--- src/rtl/subleq_ctrl_pkg.sv ---
`default_nettype none
// ============================================================================
// Module      : subleq_ctrl_pkg
// Description : Shared types and instruction-format helpers for the Subleq
//               fetch/execute controller.
// Revision    : 1.0 - initial release
// ============================================================================
package subleq_ctrl_pkg;

    typedef enum logic [2:0] {
        ST_FETCH  = 3'd0,
        ST_DEC    = 3'd1,
        ST_RDA    = 3'd2,
        ST_RDB    = 3'd3,
        ST_EXT_RD = 3'd4,
        ST_EXT_WR = 3'd5,
        ST_WB     = 3'd6,
        ST_HALT   = 3'd7
    } state_t;

    typedef enum logic [1:0] {
        MODE_NORM = 2'd0,
        MODE_IMM  = 2'd1,
        MODE_EXW  = 2'd2,
        MODE_EXR  = 2'd3
    } mode_t;

    // Flag positions above the three address fields
    localparam int C_OFS_EXR = 0;
    localparam int C_OFS_EXW = 1;
    localparam int C_OFS_IMM = 2;

    function automatic int inst_width(input int p_addr);
        return 3 + 3 * p_addr;
    endfunction

    function automatic int flag_bit(input int p_addr, input int ofs);
        return 3 * p_addr + ofs;
    endfunction

endpackage
`default_nettype wire

--- src/rtl/subleq_ctrl_indec.sv ---
`default_nettype none
// ============================================================================
// Module      : subleq_ctrl_indec
// Description : INDEC - splits an instruction word into flags and a/b/jt.
// Revision    : 1.0 - initial release
// ============================================================================
module subleq_ctrl_indec
    import subleq_ctrl_pkg::*;
#(
    parameter int P_ADDR = 8
) (
    input  logic [inst_width(P_ADDR)-1:0] inst,
    output logic                          imm,
    output logic                          exw,
    output logic                          exr,
    output logic [P_ADDR-1:0]             a,
    output logic [P_ADDR-1:0]             b,
    output logic [P_ADDR-1:0]             jt
);

    assign imm = inst[flag_bit(P_ADDR, C_OFS_IMM)];
    assign exw = inst[flag_bit(P_ADDR, C_OFS_EXW)];
    assign exr = inst[flag_bit(P_ADDR, C_OFS_EXR)];
    assign a   = inst[3*P_ADDR-1 -: P_ADDR];
    assign b   = inst[2*P_ADDR-1 -: P_ADDR];
    assign jt  = inst[P_ADDR-1:0];

endmodule
`default_nettype wire

--- src/rtl/subleq_ctrl.sv ---
`default_nettype none
// ============================================================================
// Module      : subleq_ctrl
// Description : Subleq fetch/execute sequencer: PC, memory strobes, I/O port.
// Revision    : 1.0 - initial release
// ============================================================================
module subleq_ctrl
    import subleq_ctrl_pkg::*;
#(
    parameter int          P_ADDR   = 8,
    parameter int          P_DATA   = 8,
    parameter int unsigned RESET_PC = 0
) (
    input  logic                          clk,
    input  logic                          rst_n,
    output logic                          imem_en,
    output logic [P_ADDR-1:0]             imem_addr,
    input  logic [inst_width(P_ADDR)-1:0] imem_rdata,
    output logic                          dmem_en,
    output logic                          dmem_we,
    output logic [P_ADDR-1:0]             dmem_addr,
    output logic [P_DATA-1:0]             dmem_wdata,
    input  logic [P_DATA-1:0]             dmem_rdata,
    output logic                          ext_rd_req,
    input  logic                          ext_rd_ack,
    input  logic [P_DATA-1:0]             ext_rd_data,
    output logic                          ext_wr_valid,
    input  logic                          ext_wr_ready,
    output logic [P_DATA-1:0]             ext_wr_data,
    output logic [P_ADDR-1:0]             pc,
    output logic                          halted
);

    state_t            r_state, w_state_nxt;
    mode_t             r_mode, w_mode_dec;
    logic              r_live;
    logic [P_ADDR-1:0] r_pc, r_a, r_b, r_jt, w_pc_nxt;
    logic [P_DATA-1:0] r_opa, r_res, r_inval;
    logic              w_pc_upd, w_taken, w_halt_br;
    logic              w_imm, w_exw, w_exr;
    logic [P_ADDR-1:0] w_a, w_b, w_jt;

    subleq_ctrl_indec #(.P_ADDR(P_ADDR)) u_indec (
        .inst (imem_rdata),
        .imm  (w_imm),
        .exw  (w_exw),
        .exr  (w_exr),
        .a    (w_a),
        .b    (w_b),
        .jt   (w_jt)
    );

    assign w_mode_dec = w_exr ? MODE_EXR : w_exw ? MODE_EXW : w_imm ? MODE_IMM : MODE_NORM;

    // Port instructions branch on zero; memory instructions on signed <= 0
    assign w_taken   = (r_mode == MODE_EXR || r_mode == MODE_EXW) ? (r_res == '0)
                                                                  : (r_res[P_DATA-1] || r_res == '0);
    assign w_pc_nxt  = w_taken ? r_jt : r_pc + P_ADDR'(1);
    assign w_halt_br = w_taken && (r_jt == r_pc);

    assign imem_addr = r_pc;
    assign pc        = r_pc;

    // r_live holds off the first fetch so every strobe reads 0 straight out of reset
    always_ff @(posedge clk or negedge rst_n) begin
        if (!rst_n) begin
            r_state <= ST_FETCH;
            r_live  <= 1'b0;
            r_pc    <= P_ADDR'(RESET_PC);
        end else begin
            r_state <= w_state_nxt;
            r_live  <= 1'b1;
            if (w_pc_upd) r_pc <= w_pc_nxt;
        end
    end

    always_ff @(posedge clk or negedge rst_n) begin
        if (!rst_n) begin
            r_mode  <= MODE_NORM;
            r_a     <= '0;
            r_b     <= '0;
            r_jt    <= '0;
            r_opa   <= '0;
            r_res   <= '0;
            r_inval <= '0;
        end else begin
            case (r_state)
                ST_DEC: begin
                    r_mode <= w_mode_dec;
                    r_a    <= w_a;
                    r_b    <= w_b;
                    r_jt   <= w_jt;
                end
                ST_RDA: begin
                    r_opa <= dmem_rdata;
                    r_res <= dmem_rdata - P_DATA'(r_b);
                end
                ST_RDB: r_res <= dmem_rdata - r_opa;
                ST_EXT_RD: begin
                    if (ext_rd_ack) begin
                        r_inval <= ext_rd_data;
                        r_res   <= ext_rd_data - P_DATA'(r_b);
                    end
                end
                default: ;
            endcase
        end
    end

    always_comb begin
        w_state_nxt  = r_state;
        w_pc_upd     = 1'b0;
        imem_en      = 1'b0;
        dmem_en      = 1'b0;
        dmem_we      = 1'b0;
        dmem_addr    = '0;
        dmem_wdata   = '0;
        ext_rd_req   = 1'b0;
        ext_wr_valid = 1'b0;
        ext_wr_data  = '0;
        halted       = 1'b0;
        case (r_state)
            ST_FETCH: begin
                if (r_live) begin
                    imem_en     = 1'b1;
                    w_state_nxt = ST_DEC;
                end
            end
            ST_DEC: begin
                if (w_exr) begin
                    w_state_nxt = ST_EXT_RD;
                end else begin
                    dmem_en     = 1'b1;
                    dmem_addr   = w_a;
                    w_state_nxt = ST_RDA;
                end
            end
            ST_RDA: begin
                if (r_mode == MODE_EXW) begin
                    w_state_nxt = ST_EXT_WR;
                end else if (r_mode == MODE_IMM) begin
                    w_state_nxt = ST_WB;
                end else begin
                    dmem_en     = 1'b1;
                    dmem_addr   = r_b;
                    w_state_nxt = ST_RDB;
                end
            end
            ST_RDB: w_state_nxt = ST_WB;
            ST_EXT_RD: begin
                ext_rd_req = 1'b1;
                if (ext_rd_ack) w_state_nxt = ST_WB;
            end
            ST_EXT_WR: begin
                ext_wr_valid = 1'b1;
                ext_wr_data  = r_opa;
                if (ext_wr_ready) begin
                    w_pc_upd    = 1'b1;
                    w_state_nxt = w_halt_br ? ST_HALT : ST_FETCH;
                end
            end
            ST_WB: begin
                dmem_en     = 1'b1;
                dmem_we     = 1'b1;
                dmem_addr   = (r_mode == MODE_NORM) ? r_b : r_a;
                dmem_wdata  = (r_mode == MODE_EXR) ? r_inval : r_res;
                w_pc_upd    = 1'b1;
                w_state_nxt = w_halt_br ? ST_HALT : ST_FETCH;
            end
            ST_HALT: halted = 1'b1;
            default: w_state_nxt = ST_FETCH;
        endcase
    end

endmodule
`default_nettype wire

--- config.mk ---
export PLATFORM = sky130hd
export DESIGN_NAME = subleq_ctrl
export DESIGN_NICKNAME = d
export VERILOG_FILES = /design/src/rtl/subleq_ctrl_pkg.sv /design/src/rtl/subleq_ctrl_indec.sv /design/src/rtl/subleq_ctrl.sv
export SDC_FILE = /design/constraint.sdc
export NUM_CORES = 1
export LEC_CHECK = 0
export ABC_AREA = 1
export CAP_MARGIN = 0
export CORE_MARGIN = 2
export CORE_UTILIZATION = 40
export DETAILED_ROUTE_END_ITERATION = 8
export GPL_ROUTABILITY_DRIVEN = 0
export GPL_TIMING_DRIVEN = 0
export PLACE_DENSITY_LB_ADDON = 0.08
export SLEW_MARGIN = 10
export SYNTH_ARGS = -nofsm -noshare
export SYNTH_HDL_FRONTEND = slang
export SYNTH_SLANG_ARGS = --single-unit
--- constraint.sdc ---
create_clock -name clk -period 2.83 [get_ports clk]
set_input_delay 0.4245 -clock clk [delete_from_list [all_inputs] [get_ports clk]]
set_output_delay 0.4245 -clock clk [all_outputs]
set_load 0.005 [all_outputs]
* After elaboration in Yosys (flattened, before gate mapping)
Index checks and enable logic that the tools add are counted.
Storage, ports and cells: output and inout bits 46, register bits 62, word-level logic and storage cells 74
Cells by class: add/sub/neg operators 4, mux-type cells 35, equal/unequal tests 14, reductions and logical operators 11
Operator list (count):
- 8-bit 2-to-1 mux | 9
- 8-bit case mux with 3 select lines | 2
- 8-bit subtractor | 3
- 3-bit 2-to-1 mux | 7
- 3-bit case mux with 7 select lines | 1
- 3-bit equality test, second input constant | 4
- 1-bit 2-to-1 mux | 12
- 8-bit by 1-bit adder with 8-bit output, second input constant | 1
- 8-bit equality test | 1
- 8-bit zero test | 1
- 7-bit nonzero test | 1
- 3-bit by 2-bit equality test with 1-bit output, second input constant | 2
- 2-bit != test, second input constant | 3
- 2-bit equality test, second input constant | 2
- 2-bit 2-to-1 mux | 2
- 2-bit AND reduction | 2
- 4-bit AND reduction | 1
- 3-bit by 1-bit equality test with 1-bit output, second input constant | 1
- 3-bit zero test | 1
- 1-bit case mux with 3 select lines | 1
- 3-bit nonzero test | 1
- 2-bit by 1-bit equality test with 1-bit output, second input constant | 1
- 2-bit zero test | 1
- 1-bit logical OR | 2
- other kinds (2) | 2

* Logic depth before layout (Yosys ltp)
depth after elaboration 7, mapped depth 16, gate-level depth less buffers 16

* Cells and area by module
A second synthesis with hierarchy kept.
Second synthesis, totals: cell total of the unflattened synthesis 609, area, all modules 4324.1 um^2
By module, submodules not included:
- subleq_ctrl | instances 1, area each 4121.5 um^2, cells each 582
- subleq_ctrl_indec | instances 1, area each 202.7 um^2, cells each 27

* Worst setup path after synthesis
No wires, ideal clock.
path type flip-flop to flip-flop, from register r_state[2], to register r_res[6], stages on the path, launching flop included 17, arrival time 2.089 ns, library setup time 0.117 ns, setup slack 0.625 ns, path through dfrtp_1 > buf_4 > nand2_2 > clkbuf_1 > o21ai_0 > ha_1 > fa_1 > inv_1 > nand3_1 > nand2_1 > nand2_1 > nand2_1 > nand2_1 > nand3_1 > nand2_1 > nand2_1 > nand2_1
Between the ends: longest elaborated chain between the ends 3
Ends and longest elaborated chain:
- start: declaration | line subleq_ctrl.sv:34 | state_t r_state, w_state_nxt;
- start signal: assignment | line subleq_ctrl.sv:71 | r_state <= w_state_nxt;
- 3-bit equality test or 3-bit by 2-bit equality test with 1-bit output (tied branches) | line subleq_ctrl.sv:87 | case (r_state)
- 2-bit != test (no source line) or 3-bit nonzero test (tied branches)
- 2-bit AND reduction (no source line)
- end signal: assignment | line subleq_ctrl.sv:96 | r_res <= dmem_rdata - P_DATA'(r_b);
- end signal: assignment | line subleq_ctrl.sv:98 | ST_RDB: r_res <= dmem_rdata - r_opa;
- end signal: assignment | line subleq_ctrl.sv:102 | r_res <= ext_rd_data - P_DATA'(r_b);
- end: declaration | line subleq_ctrl.sv:38 | logic [P_DATA-1:0] r_opa, r_res, r_inval;
Parallel ways exist; a longest one is shown, timed or not. A chain may end at the register's enable or synchronous reset.

* Worst setup path after layout
from register r_state[0], to output dmem_addr[7]
Between the ends: longest elaborated chain between the ends 2
Ends and longest elaborated chain:
- 3-bit equality test, or another cell as far along | line subleq_ctrl.sv:122 | case (r_state)
- 8-bit case mux with 3 select lines (*) | line subleq_ctrl.sv:122
- end: declaration | line subleq_ctrl.sv:21 | output logic [P_ADDR-1:0] dmem_addr,
Every way passes the cells marked *; elsewhere a longest branch is shown, timed or not.

==> impl_metrics.yaml <==
outcome:
  outcome: "complete, no violations"
synth:
  yosys.area_share.simple: 0.2734
  synthFlopType: "dfrtp_1"
  synth.most_common_cell: "nand2_1"
  yosys.area.top_type_share: 0.3767
  yosysUniqueCellTypes: 33
  syn_nets: 649
  synthMuxAreaShare: 0.002734
  synth_area_leaders: "dfrtp_1 38%, nand2_1 17%, o21ai_0 7.3%"
  avgSynthCellArea_um2: 7.089
  synth_common_cells: "182 x nand2_1, 77 x inv_1, 62 x dfrtp_1, 60 x o21ai_0, 36 x nor2_1"
  yosys.area.top_type: "dfrtp_1"
  yosysWarningCount: 0
  synth_seq_area_share: 0.3767
  ys_seq_elements: 62
  synth_edf_count: 0
  synthArstFlopShare: 1.000
  synth_xor_xnor_area_share: 0.02552
  synth_area_mm2: 0.004119
  synth_top_family_by_area: "simple AND/OR/NAND/NOR gates"
  synthAdderAreaFrac: 0.06744
  synth_cells: 581
  synth_compound_area_frac: 0.1379
power:
  p_int_w: 0.003282
  combinationalPowerShare: 0.567
  p_per_area_mw_per_mm2: 1066
  p_clk_frac: 0.152
  p_leak_nw: 2.800
  vdd_drop_max_v: 0.0004173
  p_sw_w: 0.002598
  p_sw_frac: 0.4419
  p_seq_frac: 0.281
finish:
  syn2layout_area_growth_pct: 33.93
  fin_nets: 758
  drive_above_1_share: 0.09798
  multi_input_area_mm2: 0.002092
  num_antenna_cells: 0
  seq_area_mm2: 0.001553
  fillerInstances: 990
worst_setup_path:
  worst-path-max-fanout: 10
  crit_type: "flip-flop to primary output"
  r2r_start: "r_state[1]"
  required_ps: 2410
  worstSetupEndpointType: "primary output"
  crit_start: "r_state[0]"
  cp.arrival_ps: 2270
  start_kind: "flip-flop"
placement:
  hpwlAfterDp_mm: 8.649
  port_buffers: 92
clock_tree:
  ctsHtreeMaxLevel: 3
  clock_latency_ps: 350
  clk_pin_slew_ps: 80
  cts_tree: "done"
  clock-sinks: 62
  cts_root_buf: "clkbuf_8"
  cts_buffer_depth: 2
  cts_buffers: 9
floorplan:
  die_area_mm2: 0.01113
  coreArea_mm2: 0.01014
  ios: 93
  fp.dieH_um: 105.5
  rows: 37
  initial_core_util: 0.4063
  fp.dieW_um: 105.5
routing:
  vias: 4072
  drcViolationCount: 0
  wirelength_mm: 11.26
  wire_per_inst_um: 13.57
  drtIter0Drc: 204
  ant_nets: 0
  dr.pass1.iters: 5
  vias_per_cell: 4.906
sta:
  slew_violations: 0
  finClkSkew_ps: 11.22
  fmax_mhz: 371.0
  fin_crit_ps: 2695
  fin_tns_setup_ps: 0
  whs_ps: 487.4
  rsz0062_at_grt: "no"
  finalSetupViolations: 0
  finalHoldViolCount: 0
  period_share: 0.9523
worst_hold_path:
  hold_class: "flip-flop to flip-flop"
  holdCritStartpoint: "r_a[1]"
global_route:
  grt_max_degree: 39
  grt_overflow: 0
  grt_pass1_vias: 3804
  grt_usage: 0.2120
  grt_pass1_wl_mm: 18.51
  antenna_found_initial: 0
job:
  drv_cap: 0
[what timing repair did]
item,in CTS,in global routing
endpoints found under the setup margin,8,9
setup buffers,1,3
hold endpoints to repair,24,0
gates resized for setup,3,12
pin swaps,1,1
hold buffers,1,0
[power groups by stage]
stage               combinational (W)  clock [W]  sequential (W)
CTS                           0.00332   0.000916         0.00165
floorplan                     0.00222          0         0.00159
finish                        0.00334   0.000895         0.00165
detailed placement            0.00327          0         0.00166
global placement              0.00322          0         0.00165
global route                  0.00380   0.000950         0.00171
[worst max-delay path: stages, from the launching register on]
cell and delay, ps:
dfrtp_2 450, nor2_2 150, inv_2 70, nor2_4 130, buf_8 160, nand2_2 80, o22ai_4 170, nand2_1 100
o211ai_1 100, clkdlybuf4s50_1 520
[cells in the final DEF (no fill, tap or decap), types with 3 or more instances in the layout]
cell               n
a21oi_1           28
inv_2              6
xor2_1            11
a31oi_1            3
nand2_2            5
clkdlybuf4s50_1   86
ha_1              19
inv_1             77
clkbuf_8          10
nor2_2             3
nand3_1           32
nor2_1            36
dlymetal6s2s_1     4
clkbuf_1           3
buf_2              8
o211ai_1           9
dfrtp_1           61
o21ai_0           60
nand2_1          182
nand3b_1           4
nand4_1            3
clkinvlp_4         3
buf_4             15
[path summary, 6_finish.rpt]
kind                                endpoint  slack [ps]  depth (start not counted)
worst min-delay path                  r_a[1]         490                          2
worst min register to register        r_a[1]         490                          2
min in group asynchronous       imem_addr[4]         530                          2
worst max-delay path            dmem_addr[7]         130                          9
max in group asynchronous           r_opa[4]        1780                          3
worst max register to register      r_res[6]         280                         17
[state kept, by name, indices dropped and copies added, names as in the netlist]
signal and flops:
r_mode 2, r_live 1, r_b 8, r_res 8, r_state 3, imem_addr 8
r_opa 8, r_a 8, r_jt 8, r_inval 8
[cell families (layout without fill, tap and decap cells)]
| group | count (synthesis) | after routing |
|---|---|---|
| other | 1 | 1 |
| flip-flops | 62 | 62 |
| multiplexers | 1 | 1 |
| AO/OA/AOI/OAI | 103 | 103 |
| buffers and inverters | 110 | 223 |
| AND/OR/NAND/NOR | 271 | 271 |
| XOR/XNOR | 12 | 12 |
| adder cells (fa/ha/maj) | 21 | 21 |
[stage by stage]
step           utilization  power (W)  area (um2)  setup WS [ps]  std cells
2_1_floorplan            -   0.003808        4119          624.7        581
3_3_place_gp        0.5139   0.004870        5210         -815.3        809
3_5_place_dp        0.5156   0.004939        5228          207.2        810
4_1_cts             0.5393   0.005881        5468         0.5735        827
5_1_grt             0.5441   0.006459        5517          1.685        830
6_report            0.5441   0.005880        5517          134.9        830
[per-layer routing]
metal | routed length [um] | part of all wire | GRT usage | up-vias
met1 | 5165 | 0.46 | 0.2918 | 1895
met5 | 0 | 0 | 0 | -
met4 | 198 | 0.018 | 0.07714 | 0
met3 | 536 | 0.048 | 0.03092 | 16
met2 | 5359 | 0.48 | 0.3387 | 108
li1 | - | - | - | 2053
[final cells by class]
| cell class | count | area share |
|---|---|---|
| clock buffer | 10 | 0.02495 |
| buffer | 24 | 0.02903 |
| inverter | 86 | 0.06033 |
| tap | 136 | 0.03085 |
| clock inverter | 5 | 0.01520 |
| multi-input combinational | 409 | 0.3792 |
| sequential | 62 | 0.2815 |
| timing repair buffer | 98 | 0.1790 |
(Power assumes the default switching activity.)
